<file path="src/rtl/bp_me_wormhole_mem_cmd_rx_if.sv">
// ---------------------------------------------------------------------------
// bp_me_wormhole_mem_cmd_rx_if
//   Bundles the wormhole link side and the reassembled mem_cmd side of the
//   receiver into one interface.
//   slave  : the receiver (consumes link flits, produces mem_cmd)
//   master : the environment (drives flits, consumes mem_cmd)
//   Signals:
//     link_data_i / link_v_i / link_ready_o   incoming flit handshake
//     mem_cmd_o / mem_cmd_v_o / mem_cmd_ready_i  {data, header} command out
//     src_cord_o / src_cid_o                   source of the held packet
//     len_err_o                                illegal-length pulse
// ---------------------------------------------------------------------------
interface bp_me_wormhole_mem_cmd_rx_if #(
    parameter int flit_width_p   = 32,
    parameter int cord_width_p   = 8,
    parameter int cid_width_p    = 4,
    parameter int header_width_p = 64,
    parameter int data_width_p   = 512
);
    logic [flit_width_p-1:0]                link_data_i;
    logic                                   link_v_i;
    logic                                   link_ready_o;
    logic [header_width_p+data_width_p-1:0] mem_cmd_o;
    logic                                   mem_cmd_v_o;
    logic                                   mem_cmd_ready_i;
    logic [cord_width_p-1:0]                src_cord_o;
    logic [cid_width_p-1:0]                 src_cid_o;
    logic                                   len_err_o;

    modport slave (
        input  link_data_i, link_v_i, mem_cmd_ready_i,
        output link_ready_o, mem_cmd_o, mem_cmd_v_o, src_cord_o, src_cid_o, len_err_o
    );

    modport master (
        output link_data_i, link_v_i, mem_cmd_ready_i,
        input  link_ready_o, mem_cmd_o, mem_cmd_v_o, src_cord_o, src_cid_o, len_err_o
    );
endinterface

</file>
<file path="src/rtl/bp_me_wormhole_mem_cmd_rx.sv">
// ---------------------------------------------------------------------------
// bp_me_wormhole_mem_cmd_rx
//   Reassembles a wormhole packet (header flit + len body flits) into a
//   memory command. Packet layout, LSB first:
//     cord, cid, len, src_cord, src_cid, header, data
//   Flit k lands in buffer slot k; slots never written stay zero so short
//   packets (reads, partial writes) come out zero-filled.
//   Ports:
//     clk_i      clock, all state on rising edge
//     reset_n_i  asynchronous active-low reset
//     io         slave side of bp_me_wormhole_mem_cmd_rx_if
// ---------------------------------------------------------------------------
module bp_me_wormhole_mem_cmd_rx #(
    parameter int flit_width_p   = 32,
    parameter int cord_width_p   = 8,
    parameter int cid_width_p    = 4,
    parameter int len_width_p    = 5,
    parameter int header_width_p = 64,
    parameter int data_width_p   = 512
) (
    input  logic                           clk_i,
    input  logic                           reset_n_i,
    bp_me_wormhole_mem_cmd_rx_if.slave     io
);

    localparam int pkt_width_lp = 2*cord_width_p + 2*cid_width_p + len_width_p
                                + header_width_p + data_width_p;
    localparam int max_flits_lp = (pkt_width_lp + flit_width_p - 1) / flit_width_p;
    localparam int max_len_lp   = max_flits_lp - 1;

    localparam int CNT_W  = $clog2(max_flits_lp + 1);
    localparam int LENX_W = len_width_p + 1;
    localparam int BUF_W  = max_flits_lp * flit_width_p;
    localparam int PAD_W  = BUF_W - pkt_width_lp;
    localparam int CMD_W  = header_width_p + data_width_p;

    // field offsets within the reassembled packet
    localparam int OFF_LEN   = cord_width_p + cid_width_p;
    localparam int OFF_SCORD = OFF_LEN + len_width_p;
    localparam int OFF_SCID  = OFF_SCORD + cord_width_p;
    localparam int OFF_HDR   = OFF_SCID + cid_width_p;

    typedef enum logic [1:0] {
        e_ready,
        e_body,
        e_out,
        e_drain
    } state_e;

    state_e                                    r_state;
    state_e                                    w_state_nxt;
    logic [CNT_W-1:0]                          r_count;
    logic [LENX_W-1:0]                         r_dcount;
    logic [LENX_W-1:0]                         r_len;
    logic                                      r_len_err;
    logic [max_flits_lp-1:0][flit_width_p-1:0] r_buf;

    logic                    w_fire;
    logic [len_width_p-1:0]  w_len;
    logic                    w_len_bad;
    logic                    w_body_last;
    logic                    w_drain_last;
    logic                    w_link_ready;
    logic                    w_mem_v;
    logic                    w_wr;
    logic                    w_clr;
    logic [CNT_W-1:0]        w_idx;
    logic [BUF_W-1:0]        w_pkt;
    logic                    w_unused_bits;

    assign w_fire       = io.link_v_i & io.link_ready_o;
    assign w_len        = io.link_data_i[OFF_LEN +: len_width_p];
    assign w_len_bad    = int'(w_len) > max_len_lp;
    assign w_body_last  = int'(r_count) == int'(r_len);
    assign w_drain_last = int'(r_dcount) == int'(r_len);
    // the header always goes to slot 0; r_count is stale while idle
    assign w_idx        = (r_state == e_ready) ? '0 : r_count;

    // -----------------------------------------------------------------------
    // FSM
    // -----------------------------------------------------------------------
    always_ff @(posedge clk_i or negedge reset_n_i) begin
        if (!reset_n_i) r_state <= e_ready;
        else            r_state <= w_state_nxt;
    end

    always_comb begin
        w_state_nxt  = r_state;
        w_link_ready = 1'b0;
        w_mem_v      = 1'b0;
        w_wr         = 1'b0;
        w_clr        = 1'b0;
        case (r_state)
            e_ready: begin
                w_link_ready = 1'b1;
                if (w_fire) begin
                    w_wr = 1'b1;
                    if (w_len == '0)    w_state_nxt = e_out;
                    else if (w_len_bad) w_state_nxt = e_drain;
                    else                w_state_nxt = e_body;
                end
            end
            e_body: begin
                w_link_ready = 1'b1;
                if (w_fire) begin
                    w_wr = 1'b1;
                    if (w_body_last) w_state_nxt = e_out;
                end
            end
            e_out: begin
                w_mem_v = 1'b1;
                if (io.mem_cmd_ready_i) begin
                    w_clr       = 1'b1;
                    w_state_nxt = e_ready;
                end
            end
            e_drain: begin
                // flits are swallowed without touching the buffer
                w_link_ready = 1'b1;
                if (w_fire && w_drain_last) w_state_nxt = e_ready;
            end
            default: w_state_nxt = e_ready;
        endcase
    end

    // -----------------------------------------------------------------------
    // counters, latched length, error pulse
    // -----------------------------------------------------------------------
    always_ff @(posedge clk_i or negedge reset_n_i) begin
        if (!reset_n_i) begin
            r_count   <= '0;
            r_dcount  <= '0;
            r_len     <= '0;
            r_len_err <= 1'b0;
        end else begin
            r_len_err <= (r_state == e_ready) && w_fire && w_len_bad;
            if (r_state == e_ready && w_fire) begin
                r_count  <= CNT_W'(1);
                r_dcount <= LENX_W'(1);
                r_len    <= {1'b0, w_len};
            end else if (r_state == e_body && w_fire) begin
                r_count  <= r_count + CNT_W'(1);
            end else if (r_state == e_drain && w_fire) begin
                r_dcount <= r_dcount + LENX_W'(1);
            end
        end
    end

    // -----------------------------------------------------------------------
    // flit buffer: cleared when the command leaves so the next packet's
    // unreceived slots read as zero
    // -----------------------------------------------------------------------
    always_ff @(posedge clk_i or negedge reset_n_i) begin
        if (!reset_n_i) begin
            r_buf <= '0;
        end else if (w_clr) begin
            r_buf <= '0;
        end else if (w_wr) begin
            for (int i = 0; i < max_flits_lp; i++) begin
                if (w_idx == CNT_W'(i)) r_buf[i] <= io.link_data_i;
            end
        end
    end

    assign w_pkt = r_buf;

    // destination cord/cid, len and any tail padding are not forwarded
    if (PAD_W > 0) begin : g_pad
        assign w_unused_bits = ^{w_pkt[BUF_W-1 -: PAD_W], w_pkt[OFF_SCORD-1:0]};
    end else begin : g_nopad
        assign w_unused_bits = ^w_pkt[OFF_SCORD-1:0];
    end

    // -----------------------------------------------------------------------
    // outputs
    // -----------------------------------------------------------------------
    // ready is gated by the raw reset so it is low for the whole reset window
    assign io.link_ready_o = reset_n_i & w_link_ready;
    assign io.mem_cmd_v_o  = w_mem_v;
    assign io.mem_cmd_o    = w_pkt[OFF_HDR +: CMD_W];
    assign io.src_cord_o   = w_pkt[OFF_SCORD +: cord_width_p];
    assign io.src_cid_o    = w_pkt[OFF_SCID +: cid_width_p];
    assign io.len_err_o    = r_len_err;

endmodule
</file>
<file path="src/flat_wrapper.sv">
// flat-port wrapper written by rule: the top's interface ports become plain ports
module bp_me_wormhole_mem_cmd_rx_flat 
#(
    parameter int flit_width_p   = 32,
    parameter int cord_width_p   = 8,
    parameter int cid_width_p    = 4,
    parameter int len_width_p    = 5,
    parameter int header_width_p = 64,
    parameter int data_width_p   = 512
)
  (clk_i, reset_n_i, io_link_data_i, io_link_v_i, io_mem_cmd_ready_i, io_link_ready_o, io_mem_cmd_o, io_mem_cmd_v_o, io_src_cord_o, io_src_cid_o, io_len_err_o);
  bp_me_wormhole_mem_cmd_rx_if #(.flit_width_p(flit_width_p), .cord_width_p(cord_width_p), .cid_width_p(cid_width_p), .header_width_p(header_width_p), .data_width_p(data_width_p)) io_i ();
  input  logic clk_i;
  input  logic reset_n_i;
  input wire logic [$bits(io_i.link_data_i)-1:0] io_link_data_i;
  input wire logic [$bits(io_i.link_v_i)-1:0] io_link_v_i;
  input wire logic [$bits(io_i.mem_cmd_ready_i)-1:0] io_mem_cmd_ready_i;
  output wire logic [$bits(io_i.link_ready_o)-1:0] io_link_ready_o;
  output wire logic [$bits(io_i.mem_cmd_o)-1:0] io_mem_cmd_o;
  output wire logic [$bits(io_i.mem_cmd_v_o)-1:0] io_mem_cmd_v_o;
  output wire logic [$bits(io_i.src_cord_o)-1:0] io_src_cord_o;
  output wire logic [$bits(io_i.src_cid_o)-1:0] io_src_cid_o;
  output wire logic [$bits(io_i.len_err_o)-1:0] io_len_err_o;
  assign io_i.link_data_i = io_link_data_i;
  assign io_i.link_v_i = io_link_v_i;
  assign io_i.mem_cmd_ready_i = io_mem_cmd_ready_i;
  assign io_link_ready_o = io_i.link_ready_o;
  assign io_mem_cmd_o = io_i.mem_cmd_o;
  assign io_mem_cmd_v_o = io_i.mem_cmd_v_o;
  assign io_src_cord_o = io_i.src_cord_o;
  assign io_src_cid_o = io_i.src_cid_o;
  assign io_len_err_o = io_i.len_err_o;
  bp_me_wormhole_mem_cmd_rx #(.flit_width_p(flit_width_p), .cord_width_p(cord_width_p), .cid_width_p(cid_width_p), .len_width_p(len_width_p), .header_width_p(header_width_p), .data_width_p(data_width_p)) u_core (.clk_i(clk_i), .reset_n_i(reset_n_i), .io(io_i));
endmodule
</file>
<file path="config.mk">
export PLATFORM = sky130hd
export DESIGN_NAME = bp_me_wormhole_mem_cmd_rx_flat
export DESIGN_NICKNAME = d
export VERILOG_FILES = /design/src/rtl/bp_me_wormhole_mem_cmd_rx_if.sv /design/src/rtl/bp_me_wormhole_mem_cmd_rx.sv /design/src/flat_wrapper.sv
export SDC_FILE = /design/constraint.sdc
export NUM_CORES = 1
export LEC_CHECK = 0
export ABC_AREA = 1
export BUFFER_PORTS_ARGS = -buffer_cell sky130_fd_sc_hd__buf_4
export CORE_MARGIN = 2
export CORE_UTILIZATION = 35
export CTS_BUF_LIST = sky130_fd_sc_hd__clkbuf_16
export CTS_CLUSTER_SIZE = 24
export DETAILED_ROUTE_END_ITERATION = 8
export GPL_TIMING_DRIVEN = 0
export REMOVE_ABC_BUFFERS = 1
export SLEW_MARGIN = 5
export SYNTH_ARGS = -nofsm -noshare
export SYNTH_HDL_FRONTEND = slang
export SYNTH_SLANG_ARGS = --single-unit
</file>
<file path="constraint.sdc">
create_clock -name clk_i -period 1.7 [get_ports clk_i]
set_input_delay 0.34 -clock clk_i [delete_from_list [all_inputs] [get_ports clk_i]]
set_output_delay 0.34 -clock clk_i [all_outputs]
set_load 0.005 [all_outputs]
</file>
==> flow_summary.toml <==
[status]
outcome = "finished with violations"
violations = "setup timing"

[die]
coreArea_um2 = 65980
fp.dieArea_um2 = 68860
rows = 94
num_io_pins = 627
die_w_um = 262.4
start_util = 0.3542
die_h_um = 262.4

[logic_synthesis]
synth_compound_area_frac = 0.1314
synth_cell_types = 31
synth_top_area_frac = 0.6499
synth_top_area_cell = "dfrtp_1"
synth_mux_area_frac = 0
synth_simple_gate_area_share = 0.1456
yosys_warnings = 0
yosysSeqAreaShare = 0.6499
avgSynthCellArea_um2 = 9.787
syn_area_um2 = 23370
synthAdderAreaFrac = 0.001071
ys_seq_elements = 607
synth_top_family_by_area = "simple AND/OR/NAND/NOR gates"
syn_inst = 2388
synthTopCellsByArea = "dfrtp_1 (65%), o21ai_0 (7.6%), nand3_1 (6.4%)"
synth_xor_area_frac = 0.001499

[cts]
cts_sinks = 607
clock_latency_ns = 0.62
root_buffer = "clkbuf_16"
numCtsBuffers = 68
cts_tree = "done"
cts_max_level = 3
clk_path_buf_depth = 3
path_clk_slew_ns = 0.06

[timing]
slew_headroom = 0.3067
tns_ns = -154.25
fmax_mhz = 479.7
final_hold_viol_count = 0
fin_crit_ns = 2.085
setup_slack_ns = -0.3845
worst_pin_slew_ns = 1.037
maxSlewViolCount = 0
finalSetupViolations = 691
fin_crit_sh = 1.226
rsz0062_at_grt = "yes"
fin_skew_ns = 0.02696

[grt]
grt_max_degree = 120
grt_pass1_wl_mm = 159.3
antenna_found_initial = 2
grt_use_total = 0.3187
overflow = 0
grt_pass1_vias = 21960

[setup_path]
crit_start = "u_core.r_state[0]$_DFFE_PN0P_"
reg2reg_depth = 8
r2r_end = "u_core.io.mem_cmd_o[110]$_DFFE_PN0P_"
cp-start-kind = "register"
critPathKind = "register to register"
critPathRequiredTime_ns = 2.21
crit_arrival_ns = 2.59
r2r_setup_slack_ns = -0.38
path_max_fanout = 34
end_kind = "register"
crit_path_end = "u_core.io.mem_cmd_o[110]$_DFFE_PN0P_"
r2r-start = "u_core.r_state[0]$_DFFE_PN0P_"

[final_layout]
syn_to_final_growth_pct = 62.02
final_cell_mix = "buf_4 (690), dfrtp_1 (601), nand2_1 (344), o21ai_1 (239), o21ai_0 (237)"
utilization = 0.5739
nets = 3249
final_area_um2 = 37870
final_common_cell = "buf_4"
fillCellCount = 5416
drive_above_1_share = 0.4320

[detailed_routing]
post_drt_wl_per_cell_um = 30.35
drt_iter0_drc = 2816
drt_wl_total_mm = 125.2
drc = 0
viasPerCell = 5.593
first_pass_iters = 5
via_count = 23070
antenna_left = 0

[pwr]
p_leak_nw = 18.10
peakVddDrop_uv = 734.8
power_density_nw_per_um2 = 1392

[place]
gp_congestion = 0.8450
hpwl_mm = 58.52
io_buffers = 626
place_area_um2 = 29330

[flow_run]
drv_cap = 0

[hold_path]
hold_path_class = "primary input to async pin"
-- worst min-delay path by stage --
stage | endpoint | slack [ns] | cells after the start
finish | u_core.io.mem_cmd_o[294]$_DFFE_PN0P_ | 0.03 | 3
global route | u_core.io.mem_cmd_o[294]$_DFFE_PN0P_ | 0.04 | 3
CTS | u_core.io.mem_cmd_o[465]$_DFFE_PN0P_ | 0.008 | 3
detailed placement | u_core.io.src_cord_o[5]$_DFFE_PN0P_ | 0.40 | 1
global placement | u_core.io.mem_cmd_o[53]$_DFFE_PN0P_ | 0.47 | 2
floorplan | u_core.io.len_err_o$_DFF_PN0_ | 0.04 | 0
-- cell families (layout without fill, tap and decap cells) --
group                      Yosys count  count (layout)
other                                0               2
adders and majority gates            2               2
buffers and inverters              404            1250
AOI/OAI and AO/OA                  613             613
xor gates and xnor gates             4               4
and+or+nand+nor                    758             783
DFF                                607             607
-- what timing repair did --
| item | in CTS | in global routing |
|---|---|---|
| endpoints found under the hold margin | 120 | 0 |
| resized for setup | 296 | 393 |
| hold buffers | 16 | 0 |
| pin swaps | 46 | 37 |
| endpoints found under the setup margin | 713 | 719 |
| setup buffers | 117 | 53 |
| gates cloned | 53 | 44 |
-- Yosys cell counts (all sizes together) --
master,n
dfrtp,607
o21ai,607
nand2,402
nand3,303
inv,221
clkbuf,92
buf,91
nor2,39
nand4,7
nor3,7
a21oi,6
ha,2
xnor2,2
xor2,2
-- area by class of cell --
type / instances / area [um^2] / share of cell area
antenna: 2 / 5.005 / 0.0001322
clock buffer: 69 / 1727 / 0.04560
clock inverter: 49 / 339.1 / 0.008955
inverter: 221 / 885.9 / 0.02339
multi-input combinational: 1402 / 8939 / 0.2361
sequential: 607 / 15200 / 0.4013
tap: 864 / 1081 / 0.02855
timing repair buffer: 911 / 9693 / 0.2560
-- power breakdown --
| part | switching (mW) | internal, mW | leakage, nW |
|---|---|---|---|
| clock network | 6.24 | 7.84 | 1.05 |
| registers | 2.13 | 17.6 | 8.24 |
| logic | 10.4 | 8.51 | 8.81 |
| total | 18.8 | 34.0 | 18.1 |
-- sequential cells by signal, summed over array words and instances (netlist names) --
signal                cells
u_core.io.mem_cmd_o     576
u_core.io.src_cord_o      8
u_core.r_dcount           6
u_core.r_count            5
u_core.r_len              5
u_core.io.src_cid_o       4
u_core.r_state            2
u_core.io.len_err_o       1
-- metrics by stage --
step                      total power, mW  std cells  worst slack, ns  hold WS [ns]
final                               52.72       4125          -0.3845       0.03248
after global placement              30.29       3695           -16.86        0.4675
after CTS                           50.12       4034          -0.3027      0.008438
after floorplan                     24.07       2205           -7.159       0.04441
after global routing                54.68       4123          -0.4419       0.03833
after detailed placement            32.86       3732           -2.521        0.4040
-- per-layer routing --
metal | global-route usage | vias to the layer above | wire [um]
met3 | 0.05875 | 358 | 11780
met4 | 0.1830 | 0 | 7996
met2 | 0.5134 | 1436 | 57060
met1 | 0.4048 | 11670 | 48370
met5 | 0 | - | 0
li1 | - | 9603 | -
-- critical path, stage by stage, from the launching register on --
cell,delay [ns]
dfrtp_2,0.44
inv_2,0.11
nand2_4,0.09
nand2_4,0.31
nand3_1,0.23
nor2_1,0.26
nor2_4,0.09
buf_12,0.18
o21ai_0,0.25
No activity file was read; power rests on OpenSTA's default activity.
